`src/rtl/multiplier_radix_taint_track.sv`:
```
// Constant-time radix-2^RADIX_BITS sequential multiplier (unsigned or signed
// per operation) with word-level taint tracking on data and timing outputs.
//
// state | meaning
// IDLE  | waiting for start; product/product_t hold the previous result
// RUN   | RADIX_BITS multiplier bits retired per cycle, then a final cycle
//       | in which the sign is applied to the finished sum
// DONE  | one-cycle productDone pulse, returns to IDLE unconditionally
module multiplier_radix_taint_track #(
   parameter int WIDTH      = 128,
   parameter int RADIX_BITS = 2
) (
   input  logic               clk,
   input  logic               rst,
   input  logic               start,
   input  logic               start_t,
   input  logic               signed_mode,
   input  logic               signed_mode_t,
   input  logic [WIDTH-1:0]   multiplier,
   input  logic               multiplier_t,
   input  logic [WIDTH-1:0]   multiplicand,
   input  logic               multiplicand_t,
   output logic [2*WIDTH-1:0] product,
   output logic               product_t,
   output logic               productDone,
   output logic               productDone_t,
   output logic               busy,
   output logic               busy_t
);

   localparam int N  = WIDTH / RADIX_BITS;
   localparam int CW = $clog2(N + 1);
   localparam int SW = 2*WIDTH + RADIX_BITS;
   localparam logic [CW-1:0] LAST = CW'(N);

   typedef enum logic [1:0] {IDLE, RUN, DONE} state_t;

   state_t             state;
   state_t             state_next;
   logic [CW-1:0]      counter;
   logic [WIDTH-1:0]   mplier_mag;
   logic [WIDTH-1:0]   mcand_mag;
   logic               neg;
   logic               dt;
   logic               ct;
   logic [SW-1:0]      sum;

   logic [WIDTH-1:0]   a_neg;
   logic [WIDTH-1:0]   b_neg;
   logic [WIDTH-1:0]   a_abs;
   logic [WIDTH-1:0]   b_abs;
   logic [RADIX_BITS-1:0]       digit;
   logic [WIDTH+RADIX_BITS-1:0] partial;
   logic [SW-1:0]      addend;
   logic [SW-1:0]      sum_added;
   logic [SW-1:0]      sum_step;
   logic               step_en;
   logic [2*WIDTH-1:0] prod_pos;
   logic [2*WIDTH-1:0] prod_neg;
   logic [2*WIDTH-1:0] prod_sel;

   // Operand magnitudes: both negations are always formed, the sign bit only steers the mux.
   always_comb begin
      a_neg = -multiplier;
      b_neg = -multiplicand;
      a_abs = (signed_mode & multiplier[WIDTH-1])   ? a_neg : multiplier;
      b_abs = (signed_mode & multiplicand[WIDTH-1]) ? b_neg : multiplicand;
   end

   // One digit step: the add is performed even for zero digits; the final
   // sign application always computes the negation.
   always_comb begin
      digit     = mplier_mag[RADIX_BITS-1:0];
      partial   = {{RADIX_BITS{1'b0}}, mcand_mag} * {{WIDTH{1'b0}}, digit};
      addend    = {partial, {WIDTH{1'b0}}};
      sum_added = sum + addend;
      sum_step  = sum_added >> RADIX_BITS;
      step_en   = (counter != LAST);
      prod_pos  = sum[2*WIDTH-1:0];
      prod_neg  = -prod_pos;
      prod_sel  = neg ? prod_neg : prod_pos;
   end

   // Next-state logic.
   always_comb begin
      state_next = state;
      case (state)
         IDLE:    if (start) state_next = RUN;
         RUN:     if (counter == LAST) state_next = DONE;
         DONE:    state_next = IDLE;
         default: state_next = IDLE;
      endcase
   end

   assign busy = (state != IDLE);

   // State register, datapath registers and taint outputs.
   always_ff @(posedge clk) begin
      if (rst) begin
         state         <= IDLE;
         counter       <= '0;
         mplier_mag    <= '0;
         mcand_mag     <= '0;
         neg           <= 1'b0;
         dt            <= 1'b0;
         ct            <= 1'b0;
         sum           <= '0;
         product       <= '0;
         product_t     <= 1'b0;
         productDone   <= 1'b0;
         productDone_t <= 1'b0;
         busy_t        <= 1'b0;
      end else begin
         state         <= state_next;
         productDone   <= 1'b0;
         productDone_t <= 1'b0;
         case (state)
            IDLE: begin
               if (start) begin
                  mplier_mag <= a_abs;
                  mcand_mag  <= b_abs;
                  neg        <= signed_mode & (multiplier[WIDTH-1] ^ multiplicand[WIDTH-1]);
                  dt         <= multiplier_t | multiplicand_t | signed_mode_t | start_t;
                  ct         <= start_t;
                  busy_t     <= start_t;
                  sum        <= '0;
                  counter    <= '0;
               end
            end
            RUN: begin
               if (step_en) begin
                  sum        <= sum_step;
                  mplier_mag <= mplier_mag >> RADIX_BITS;
                  counter    <= counter + CW'(1);
               end else begin
                  product       <= prod_sel;
                  product_t     <= dt;
                  productDone   <= 1'b1;
                  productDone_t <= ct;
               end
            end
            default: ;
         endcase
      end
   end

endmodule

```
`config.mk`:
```
export PLATFORM = sky130hd
export DESIGN_NAME = multiplier_radix_taint_track
export DESIGN_NICKNAME = d
export VERILOG_FILES = /design/src/rtl/multiplier_radix_taint_track.sv
export SDC_FILE = /design/constraint.sdc
export NUM_CORES = 2
export LEC_CHECK = 0
export CAP_MARGIN = 40
export CORE_MARGIN = 10
export CORE_UTILIZATION = 59
export CTS_BUF_LIST = sky130_fd_sc_hd__clkbuf_4 sky130_fd_sc_hd__clkbuf_8 sky130_fd_sc_hd__clkbuf_16
export CTS_CLUSTER_SIZE = 16
export DETAILED_ROUTE_END_ITERATION = 10
export GPL_TIMING_DRIVEN = 0
export PLACE_DENSITY = 0.85
export SYNTH_ARGS = -nofsm -noshare
export SYNTH_HDL_FRONTEND = slang
export SYNTH_SLANG_ARGS = --single-unit
```
`constraint.sdc`:
```
create_clock -name clk -period 9.35 [get_ports clk]
set_input_delay 2.805 -clock clk [delete_from_list [all_inputs] [get_ports clk]]
set_output_delay 2.805 -clock clk [all_outputs]
set_load 0.005 [all_outputs]
```
Yosys cells after proc, flatten, opt, wreduce, memory -nomap -nowiden

Index checks and enable logic that the tools add are counted.

Add/sub/neg operators: 5
Multipliers: 1
Equality and inequality tests: 6
Multiplexer cells: 16
Bitwise gates (word level): 9
Reductions and logical operators: 9

Operator list:

| cell                  | number |
|---|---|
| $mux W258             | 2 |
| $pmux W258 S2         | 1 |
| $mux W128             | 4 |
| $add A258 B258 Y258   | 1 |
| $mux W256             | 1 |
| $neg A128 Y128        | 2 |
| $neg A256 Y256        | 1 |
| $pmux W128 S2         | 1 |
| $mul A128 B2 Y130     | 1 |
| $mux W7               | 2 |
| $pmux W7 S2           | 1 |
| $add A7 B1 Y7 const B | 1 |
| $eq A7 B7 Y1 const B  | 1 |
| $ne A7 B7 Y1 const B  | 1 |
| $ne A2 B2 Y1 const B  | 3 |
| $reduce_and A2 Y1     | 3 |
| $mux W2               | 2 |
| $pmux W2 S2           | 1 |
| $reduce_bool A2 Y1    | 2 |
| $and A1 B1 Y1         | 3 |
| $or A1 B1 Y1          | 3 |
| $reduce_and A3 Y1     | 1 |
| $reduce_or A3 Y1      | 1 |
| $eq A2 B1 Y1 const B  | 1 |
| other kinds (5)       | 6 |

Register bits after elaboration: 785
Bits of input ports: 264
Output and inout port bits: 261

Depth between registers and ports, before layout

Depth in word-level cells: 4
Depth in mapped cells: 31
Gate-level depth less buffers: 29

Worst setup path before layout

OpenSTA, ideal clock, no wires.

Kind: register to register
Start point: reg mplier_mag[1]
End point: reg sum[253]
Setup time: 0.128 ns
Arrival time: 6.372 ns
Path slack: 2.850 ns
Cell stages (with the launch flop): 31
Period minus slack after synthesis: 6.500 ns
Cells stage by stage: dfxtp_1 > clkbuf_1 > clkbuf_1 > and2_1 > ha_1 > clkbuf_1 > and4_1 > nor4b_1 > o2111ai_1 > a211oi_1 > nor3b_1 > nor3_1 > a211oi_1 > o21ai_0 > a21oi_1 > o41ai_1 > xnor2_1 > ha_1 > clkbuf_1 > a21oi_1 > o21ai_0 > a221oi_1 > o21ai_0 > a221o_1 > a211oi_1 > a21oi_1 > o21ai_0 > o31ai_1 > a221oi_1 > xor2_1 > o21ai_0

Longest elaborated chain between the ends: 4

Ends and longest elaborated chain:

| what                   | line | RTL |
|---|---|---|
| from (decl)            | 41   | `logic [WIDTH-1:0] mplier_mag;` |
| from (signal assigned) | 120  | `mplier_mag <= a_abs;` |
| from (signal assigned) | 133  | `mplier_mag <= mplier_mag >> RADIX_BITS;` |
| $mul A128 B2 Y130      | 74   | `partial = {{RADIX_BITS{1'b0}}, mcand_mag} * {{WIDTH{1'b0}}, digit};` |
| $add A258 B258 Y258    | 76   | `sum_added = sum + addend;` |
| $mux W258              | 131  | `if (step_en) begin` |
| $pmux W258 S2          | 117  | `case (state)` |
| to (signal assigned)   | 132  | `sum <= sum_step;` |
| to (decl)              | 46   | `logic [SW-1:0] sum;` |

No other way between the ends. The select of a mux whose other input is x is not followed.
A chain may end at the register's enable or synchronous reset.

Worst setup path after layout

Start point: reg mplier_mag[1]
End point: reg sum[254]

The elaborated chain is that of the path after synthesis.

==> out/metrics.yaml <==
crit_fanout: 10
area_growth_pct: 18.7
r2r.worst_path.cells: 29
fin_crit_sh: 0.954
p_leak_uw: 0.0253
dpl.hpwl_um: 188000
cts_made_buffers: 84
r2r_start: "mplier_mag[1]$_SDFFE_PP0P_"
ys_types: 96
port-buffer-count: 524
hold-path-endpoint: "product[195]$_SDFFE_PP0P_"
clkPwrFrac: 0.404
wl_um: 236000
crit_family: "compound AO/OA/AOI/OAI gates"
drv_cap: 0
insertion_delay_ns: 0.70
syn_inst: 7497
vias: 62747
grt_max_degree: 15
mostFrequentLayoutCells: "835 x nand2_1, 783 x dfxtp_1, 774 x nor2_1, 692 x a21oi_1, 618 x o21ai_0"
ios: 525
ys_seq_area_frac: 0.281
synth-seq-cells: 783
slowest_stage: "nor3_1"
holdBufCountCts: 0
reg2reg_to: "sum[254]$_SDFFE_PP0P_"
relSlewSlack: 0.318
synth.net_count: 8023
p_comb_frac: 0.195
die_w_um: 327
critPathArrivalTime_ns: 9.42
setup_viol: 0
multiInputGateArea_sq_um: 37800
swShare: 0.314
worst_pin_slew_ns: 1.02
finish.utilization: 0.707
yosys_warnings: 0
switchingPower_uw: 2780
run_status: "complete, no violations"
synthArstFlopShare: 0
place.gp.congestion: 1.07
die_h_um: 327
critPathLaunchType: "flop"
rsz0062_at_grt: "false"
post_drt_via_cell_ratio: 6.61
grt_pass1_vias: 58771
cts_tree: "built"
powerDensity_nw_per_um2: 134
finalInstanceArea_sq_um: 66100
fmax_mhz: 112
hold_class: "flop to flop"
first_iter_violations: 8628
grt_overflow: 0
track_usage: 0.416
fillCellCount: 7543
synth_enable_flop_cells: 0
antenna_found_initial: 11
timing.final.crit_period_ns: 8.92
seq_power_share: 0.401
synth_area_leader_cell: "dfxtp_1"
layout-drive-gt1-share: 0.0354
clock_skew_ns: 0.0531
die-area_sq_um: 107000
final-hold-violation-count: 0
slowest_delay_ns: 0.58
synth_area_sq_um: 55700
worstHoldStart: "product[195]$_SDFFE_PP0P_"
whs_path_depth: 2
cts_num_sinks: 783
r2r_slack_ns: 0.43
vdd_drop_max_mv: 0.144
drc: 0
grt_pass1_wl_um: 352000
wire_per_inst_um: 24.9
required_ns: 9.85
end_kind: "flop"
htree_num_levels: 3
netlist_top_cells_area: "dfxtp_1 28%, xor2_1 7.1%, a21oi_1 6.2%, ha_1 5.8%, nand2_1 5.6%"
firstDrtPassIters: 9
crit_buf_inv: 4
synth_top_area_frac: 0.281
path_class: "flop to flop"
cts_buffer_depth: 3
seq_area_sq_um: 15700
num_rows: 112
maxSlewViolCount: 0
p_int_uw: 6090
final_common_cell: "nand2_1"
cts_root_buf: "clkbuf_16"
path_clk_slew_ns: 0.06
placed_area_sq_um: 63000
initial_core_util: 0.596
holdWs_ns: 0.452
nets: 8681
synth-main-ff-cell: "dfxtp_1"
ant_nets: 0
coreArea_sq_um: 93500
finalPower_uw: 8870
synth.avg_cell_area_sq_um: 7.43
state kept, by name, summed over array words and instances, names as in the netlist:
name	flops
neg	1
productDone	1
mcand_mag	128
counter	7
product	256
product_t	1
productDone_t	1
state	2
mplier_mag	128
sum	256
ct	1
dt	1
cells in the mapped netlist, drive strengths merged, types with 20 or more instances:
cell      n
nor4     85
nand2b   53
o41ai    59
a22o    135
a22oi    30
xor2    449
nor2b    20
and2    282
or4      95
nand4   130
a311oi   23
nor2    776
or2      35
nand3   144
and3     25
o21ai   631
o21bai   57
o211ai   22
a21oi   693
nand2   836
nor3    174
buf      33
inv     112
ha      260
o21a     40
a211oi  296
or3     115
dfxtp   783
a21boi   22
clkbuf  424
a31oi    43
o31ai   116
xnor2   274
a21o     91
layout make-up:
class | instances | area share
multi-input cells | 6142 | 0.572
clock buffers | 116 | 0.0375
diodes | 11 | 0.000417
well taps | 1254 | 0.0237
flip-flops and latches | 783 | 0.237
inverters | 113 | 0.00642
plain buffers | 459 | 0.0270
clock inverters | 36 | 0.00748
repair buffers | 572 | 0.0878
layer usage:
metal | GRT usage | share of wire | up-vias
met2 | 0.634 | 0.43 | 4180
met1 | 0.534 | 0.39 | 29267
met4 | 0.249 | 0.069 | 4
li1 | - | - | 28393
met5 | 0 | 0.000098 | -
met3 | 0.0916 | 0.12 | 903
how the worst max path moves through the flow:
stage | from | slack (ns) | endpoint | depth (start not counted)
after CTS | mplier_mag[1]$_SDFFE_PP0P_ | 0.04 | sum[255]$_SDFFE_PP0P_ | 28
final | mplier_mag[1]$_SDFFE_PP0P_ | 0.43 | sum[254]$_SDFFE_PP0P_ | 29
after floorplan | mplier_mag[1]$_SDFFE_PP0P_ | 2.85 | sum[253]$_SDFFE_PP0P_ | 30
after global placement | mplier_mag[1]$_SDFFE_PP0P_ | -0.21 | sum[255]$_SDFFE_PP0P_ | 27
after detailed placement | mplier_mag[1]$_SDFFE_PP0P_ | 0.1 | sum[255]$_SDFFE_PP0P_ | 28
after global routing | mplier_mag[1]$_SDFFE_PP0P_ | 0.07 | sum[254]$_SDFFE_PP0P_ | 29
tightest hold or removal path, stage by stage (launching register included):
cell and delay, ns:
dfxtp_1 0.31, nand2_1 0.05, a21oi_1 0.05
power by group through the flow:
stage          Clock, uW  Sequential, uW  Combinational [uW]
2_1_floorplan          0            3570                 979
3_3_place_gp           0            3610                1600
3_5_place_dp           0            3620                1640
4_1_cts             3560            3550                1660
5_1_grt             3700            3560                1830
6_report            3590            3560                1730
kinds of logic after synthesis:
group | Yosys count | share of synthesized area
fa+ha+maj | 262 | 0.0591
flops | 783 | 0.281
simple gates | 2832 | 0.246
compound gates | 2320 | 0.259
xor+xnor | 723 | 0.114
mux | 5 | 0.000899
buf+inv | 572 | 0.0395
per-stage QoR:
| stage | setup slack, ns | setup TNS (ns) | std cells |
|---|---|---|---|
| final | 0.434 | 0 | 9486 |
| after global routing | 0.0652 | 0 | 9481 |
| after CTS | 0.0417 | 0 | 9471 |
| after detailed placement | 0.0971 | 0 | 9319 |
| after global placement | -0.214 | -0.214 | 9275 |
| after floorplan | 2.85 | 0 | 7497 |
repair_timing:
item	4_1_cts	5_1_grt
gates resized for setup	0	9
setup endpoints to repair	0	14
endpoints found under the hold margin	0	0
setup buffers	0	0
Note: power is estimated with default switching activity, not from simulation.
